--- src/rtl/reg_file_ptr.sv ---
// reg_file_ptr: pointer-addressed register file with zeroing sweep; define REG_FILE_BYPASS_EN for write-to-read bypass
module reg_file_ptr #(
  parameter int DATA_W = 8,
  parameter int NUM_REGS = 16,
  parameter int MOV_REG = 7,
  localparam int IDX_W = $clog2(NUM_REGS)
) (
  input  logic              CLK,
  input  logic              RESET_N,
  input  logic              REGWRITE,
  input  logic              SETSRC,
  input  logic              SETDEST,
  input  logic              MOV,
  input  logic              AUTOINC,
  input  logic              CLEAR,
  input  logic [IDX_W-1:0]  rt_index,
  input  logic [DATA_W-1:0] write_value,
  output logic [DATA_W-1:0] rs,
  output logic [DATA_W-1:0] rt,
  output logic [IDX_W-1:0]  src_ptr,
  output logic [IDX_W-1:0]  dest_ptr,
  output logic              BUSY,
  output logic              ERR
);
  typedef enum logic {IDLE, SWEEP} state_t;
  state_t state, state_nx;
  logic [DATA_W-1:0] regs [NUM_REGS];
  logic [IDX_W-1:0] cnt, wr_idx;
  logic [3:0] cmd;
  logic idle, ok, legal, wr_en;
  assign cmd = {REGWRITE, SETSRC, SETDEST, MOV};
  assign idle = state == IDLE;
  assign ok = idle && !CLEAR;
  assign legal = cmd[3:1] == 3'b100 || cmd == 4'b0100 || cmd == 4'b0010;
  assign wr_en = ok && cmd[3:1] == 3'b100;
  assign wr_idx = MOV ? IDX_W'(MOV_REG) : dest_ptr;
  assign BUSY = !idle;
  always_ff @(posedge CLK or negedge RESET_N)
    if (!RESET_N) state <= IDLE;
    else state <= state_nx;
  always_comb
    state_nx = idle ? (CLEAR ? SWEEP : IDLE) : (cnt == IDX_W'(NUM_REGS - 1) ? IDLE : SWEEP);
  always_ff @(posedge CLK or negedge RESET_N)
    if (!RESET_N) begin
      for (int i = 0; i < NUM_REGS; i++) regs[i] <= '0;
      src_ptr <= '0;
      dest_ptr <= '0;
      cnt <= '0;
      ERR <= 1'b0;
    end else begin
      if (|cmd && !(ok && legal)) ERR <= 1'b1;
      if (wr_en) regs[wr_idx] <= write_value;
      if (ok && cmd == 4'b0100) src_ptr <= rt_index;
      if (ok && cmd == 4'b0010) dest_ptr <= rt_index;
      if (ok && cmd == 4'b1000 && AUTOINC) dest_ptr <= dest_ptr + 1'b1;
      if (!idle) regs[cnt] <= '0;
      cnt <= idle ? '0 : cnt + 1'b1;
    end
`ifdef REG_FILE_BYPASS_EN
  assign rs = wr_en && wr_idx == src_ptr ? write_value : regs[src_ptr];
  assign rt = wr_en && wr_idx == rt_index ? write_value : regs[rt_index];
`else
  assign rs = regs[src_ptr];
  assign rt = regs[rt_index];
`endif
endmodule

--- config.mk ---
export PLATFORM = sky130hd
export DESIGN_NAME = reg_file_ptr
export DESIGN_NICKNAME = d
export VERILOG_FILES = /design/src/rtl/reg_file_ptr.sv
export SDC_FILE = /design/constraint.sdc
export NUM_CORES = 1
export LEC_CHECK = 0
export CAP_MARGIN = 20
export CORE_MARGIN = 8
export CORE_UTILIZATION = 38
export CTS_BUF_LIST = sky130_fd_sc_hd__clkbuf_8
export DETAILED_ROUTE_END_ITERATION = 8
export SYNTH_ARGS = -nofsm -noshare
export SYNTH_HDL_FRONTEND = slang
export SYNTH_SLANG_ARGS = --single-unit
--- constraint.sdc ---
create_clock -name CLK -period 2.29 [get_ports CLK]
set_input_delay 0.3435 -clock CLK [delete_from_list [all_inputs] [get_ports CLK]]
set_output_delay 0.3435 -clock CLK [all_outputs]
set_load 0.01 [all_outputs]
* Yosys cells after proc, flatten, opt, wreduce, memory -nomap -nowiden
Cells that the tools add are included.
** Cells by class
- Divide/modulo/power cells :: 0
- Reduce and logical (&&, ||, !) cells :: 16
- $add $sub $neg :: 2
- Magnitude comparators :: 6
- Mux-type cells :: 20
- Shifts and indexed selects :: 0
- Eq/ne operators :: 5
- $mul :: 0
- Bitwise logic cells :: 7
** Operators with widths (number)
- $mux W128 :: 2
- $and A128 B128 Y128 :: 1
- $bwmux W128 :: 1
- $not A128 Y128 :: 1
- $bmux W8 S4 :: 2
- $demux W8 S4 :: 2
- $mux W8 :: 6
- $ge A5 B5 Y1 const B :: 4
- $not A4 Y5 :: 4
- $mux W4 :: 4
- $logic_and A1 B1 Y1 :: 10
- $lt A5 B1 Y1 const B :: 2
- $add A4 B1 Y4 const B :: 2
- $eq A4 B4 Y1 const B :: 2
- $eq A4 B2 Y1 const B :: 1
- $eq A4 B3 Y1 const B :: 1
- $reduce_or A4 Y1 :: 1
- $eq A3 B3 Y1 const B :: 1
- $mux W1 :: 3
- $logic_not A1 Y1 :: 2
- $logic_or A1 B1 Y1 :: 2
- $reduce_bool A2 Y1 :: 1
- $not A1 Y1 :: 1
** Storage, ports and cells
- Bits in latches :: 0
- Word-level logic and storage cells :: 77
- Input bits :: 20
- Bits in writable memories :: 0
- Bits in registers :: 142
- Memory bits (read-only) :: 0
- Output and inout bits :: 26
- Memories kept :: 0

* Logic depth before layout (Yosys ltp)
- Depth after elaboration :: 10
- Mapped depth :: 6
- Mapped depth without buffers :: 5

* Least setup slack after synthesis
No wires, ideal clock.
- Kind :: reg-to-output
- Start :: register src_ptr[0]
- End :: output rs[2]
- Stages on the path, launching flop included :: 6
- Data required time :: 1.947 ns
- Arrival :: 1.791 ns
- Path buffers :: 2
- Path slack :: 0.155 ns
- Cells stage by stage :: dfrtp_1 clkbuf_1 buf_2 mux4_2 a22oi_1 nand2_1
** Between the ends
- Word-level cells in the longest chain between the ends :: 4
** Ends and longest elaborated chain
- start, declared :: line 20 : output logic [IDX_W-1:0] src_ptr,
- start signal, assigned :: line 53 : if (ok && cmd == 4'b0100) src_ptr <= rt_index;
- $not A4 Y5 (not written as such) :: line 63 : assign rs = regs[src_ptr];
- $bmux W8 S4 :: line 63
- $mux W8 (not written as such) (2 in series) :: line 63
- end, declared :: line 18 : output logic [DATA_W-1:0] rs,
Every way passes these cells. The select of a mux whose other input is x is not followed.

* Worst setup path after layout
- Start :: register src_ptr[0]
- End :: output rs[4]
Same word-level chain as after synthesis.

==> impl_metrics.ini <==
[sta]
tns_ns = -1.72
max_slew.worst_pin.slew_ns = 0.790
grt_setup_unrepaired = true
finClkSkew_ns = 0.0112
setup_viol = 8
finalMaxSlewViolations = 0
fin_crit_ns = 2.53
layout_setup_ws_ns = -0.243
hold_viol = 0
relSlewSlack_pct = 47.2
max_freq_mhz = 395
finalCritPeriodShare_pct = 111

[power]
p_sw_share_pct = 32.7
p_leak_nw = 4.74
p_switching_mw = 2.47
comb_power_share_pct = 27.1
pwr-share-seq_pct = 39.1
p_int_mw = 5.09
power.share.clock_pct = 33.8
power_density_nw_per_um2 = 741
ir_worst_vdd_mv = 0.399

[global_route]
grt_max_degree = 55
grt_pass1_vias = 6439
grt.overflow.total = 0
grt_usage_pct = 19.5
antenna_found_initial = 0
grt_pass1_wl_um = 39100

[detailed_routing]
dr_total_vias = 6567
first_pass_iters = 6
drc_errors = 0
drt_iter0_markers = 669
drt_wl_total_um = 25200
viasPerCell = 5.78
ant_nets = 0
detail_route.wl_per_cell_um = 22.2

[worst_setup_path]
slowest_delay_ns = 0.45
crit_slowest_cell = mux4_2
cp_max_fo = 6
start_kind = register
path_common_cell = buf_4
cp_num_buf_inv = 4
critPathKind = register to primary output
crit_required_ns = 1.95
critical_path.cell_chain = buf_4 -> buf_12 -> buf_4 -> mux4_2 -> a22oi_2 -> nand2_1 -> buf_2
crit_arrival_ns = 2.19
endpoint_kind = primary output
critPathTopFamily = buffers and inverters

[logic_synthesis]
yosys.area_share.adder_pct = 0.766
synth-seq-cells = 142
synth_top_family_by_area = multiplexers
syn_avg_cell_area_um2 = 10.8
synth_top_area_cell = dfrtp_1
synth_mux_area_share_pct = 25.5
ys_seq_area_share_pct = 43.5
syn-num-nets = 782
mappedNetlistArea_um2 = 8160
synth-simple-area-share_pct = 17.4
syn_inst = 757
synthDistinctLibCells = 44
synth_area_leaders = dfrtp_1 (44%), mux4_2 (18%), mux2i_1 (7.1%)
yosys_warnings = 0
synth-compound-area-share_pct = 8.69
synth_xor_area_share_pct = 0.107
synth_top_area_share_pct = 43.5

[floorplanning]
design.core.area_um2 = 21100
rows = 53
io_pins = 46
dieHeight_um = 163
start_util_pct = 38.7
die_w_um = 163
dieArea_um2 = 26400

[placement]
preCtsSetupSlack_ns = -0.482
hpwl_um = 17500
gp_congestion = 0.825
place.port_buffers = 45

[flow_run]
cap_violations = 0

[min_path]
hold_path_class = input port to asynchronous set/reset pin

[finish]
drive_above_1_share_pct = 29.5
nNetsFinal = 874
antenna_cells = 0
seq_area_um2 = 3560
final_cell_mix = dfrtp_1 (138), nand2_1 (101), nand3_1 (77)
multi_input_area_um2 = 4410
nFillCells = 1941
syn2layout_area_growth_pct = 24.8
layout_commonest_cell = dfrtp_1

[clocking]
clkLatencyLatePin_ns = 0.46
clkTransAtPathRegs_ns = 0.08
cts_tree = yes
cts_made_buffers = 17
cts.path.max_buffers = 2
clkSinkCount = 142
cts-root-buf = clkbuf_8
htree_levels = 4

[status]
status = complete, but fails checks
failed_checks = negative setup slack
worst register-to-register path: stages, from the launching register on:
cell and delay [ns]:
dfrtp_2 0.55, nor4b_4 0.48, nand3_2 0.38, mux2i_1 0.28, nor2_1 0.05
stage by stage:
step	std cells	cell area, µm²	hold slack (ns)	power [mW]	util [%]
floorplan	757	8160	0.0479	3.95	-
global placement	1074	9300	0.354	4.76	44.1
detailed placement	1074	9300	0.350	4.79	44.1
CTS	1135	10200	0.435	7.57	48.3
global route	1137	10200	0.457	7.90	48.3
finish	1137	10200	0.425	7.56	48.3
power groups by stage:
stage	clock network [mW]	logic [mW]	registers [mW]
after CTS	2.59	2.03	2.95
after global routing	2.70	2.21	2.99
after floorplan	0	1.08	2.87
final	2.55	2.05	2.96
after global placement	0	1.77	3.00
after detailed placement	0	1.79	3.00
layout make-up:
| class | instances | area share, % |
|---|---|---|
| multi-input combinational | 544 | 43.3 |
| sequential | 142 | 34.9 |
| timing repair buffer | 139 | 13.3 |
| tap | 275 | 3.38 |
| clock inverter | 15 | 2.61 |
| clock buffer | 17 | 2.30 |
| inverter | 5 | 0.184 |
metal layers:
metal	vias up	GRT usage, %	wire [µm]
li1	2956	-	-
met1	3297	26.5	10900
met2	276	29.5	11500
met3	38	6.42	2250
met4	0	5.30	563
met5	-	0	0
timing repair:
item,4_1_cts,5_1_grt
setup endpoints to repair,17,16
resized for setup,85,14
pin swaps,23,13
hold endpoints to repair,52,0
setup buffers,26,2
hold buffers,1,0
cloned,2,0
registers in the layout, indices dropped and copies added (netlist names):
signal,cells
regs,128
cnt,4
dest_ptr,4
src_ptr,4
BUSY,1
ERR,1
synthesized netlist by cell type (all sizes together):
cell type    n
nand2      101
and3         5
nor2        70
a22oi       32
a211oi       1
and3b        2
nand3       81
nand4        8
nor2b       10
mux2i       58
o211ai       2
o2111ai      2
a21boi       1
nand4b       2
or4b         1
nor4b        2
nand2b       3
o32ai        2
mux2         5
o22ai        1
inv          5
mux4        64
xnor2        1
dfrtp      142
ha           5
nor3         3
o21ai       72
a21oi        4
buf         28
and2         4
nor3b        2
clkbuf      38
path summary, 6_finish.rpt:
path / from / end / slack, ns / cells past startpoint
min reg2reg: ERR / ERR / 0.48 / 1
max in group asynchronous: RESET_N / src_ptr[0] / 1.20 / 3
min in group CLK: rt_index[1] / src_ptr[1] / 0.48 / 3
min: RESET_N / regs[56] / 0.42 / 2
max: src_ptr[0] / rs[4] / -0.24 / 7
max reg2reg: BUSY / regs[51] / 0.42 / 4
cells by family (layout without fill, tap and decap cells):
logic type | Yosys count | in the layout
AND/OR/NAND/NOR | 294 | 294
XOR/XNOR | 1 | 1
AO/OA/AOI/OAI | 117 | 117
flip-flops | 142 | 142
buffers and inverters | 71 | 176
multiplexers | 127 | 127
adder cells (fa/ha/maj) | 5 | 5
No activity file was read; power rests on OpenSTA's default activity.
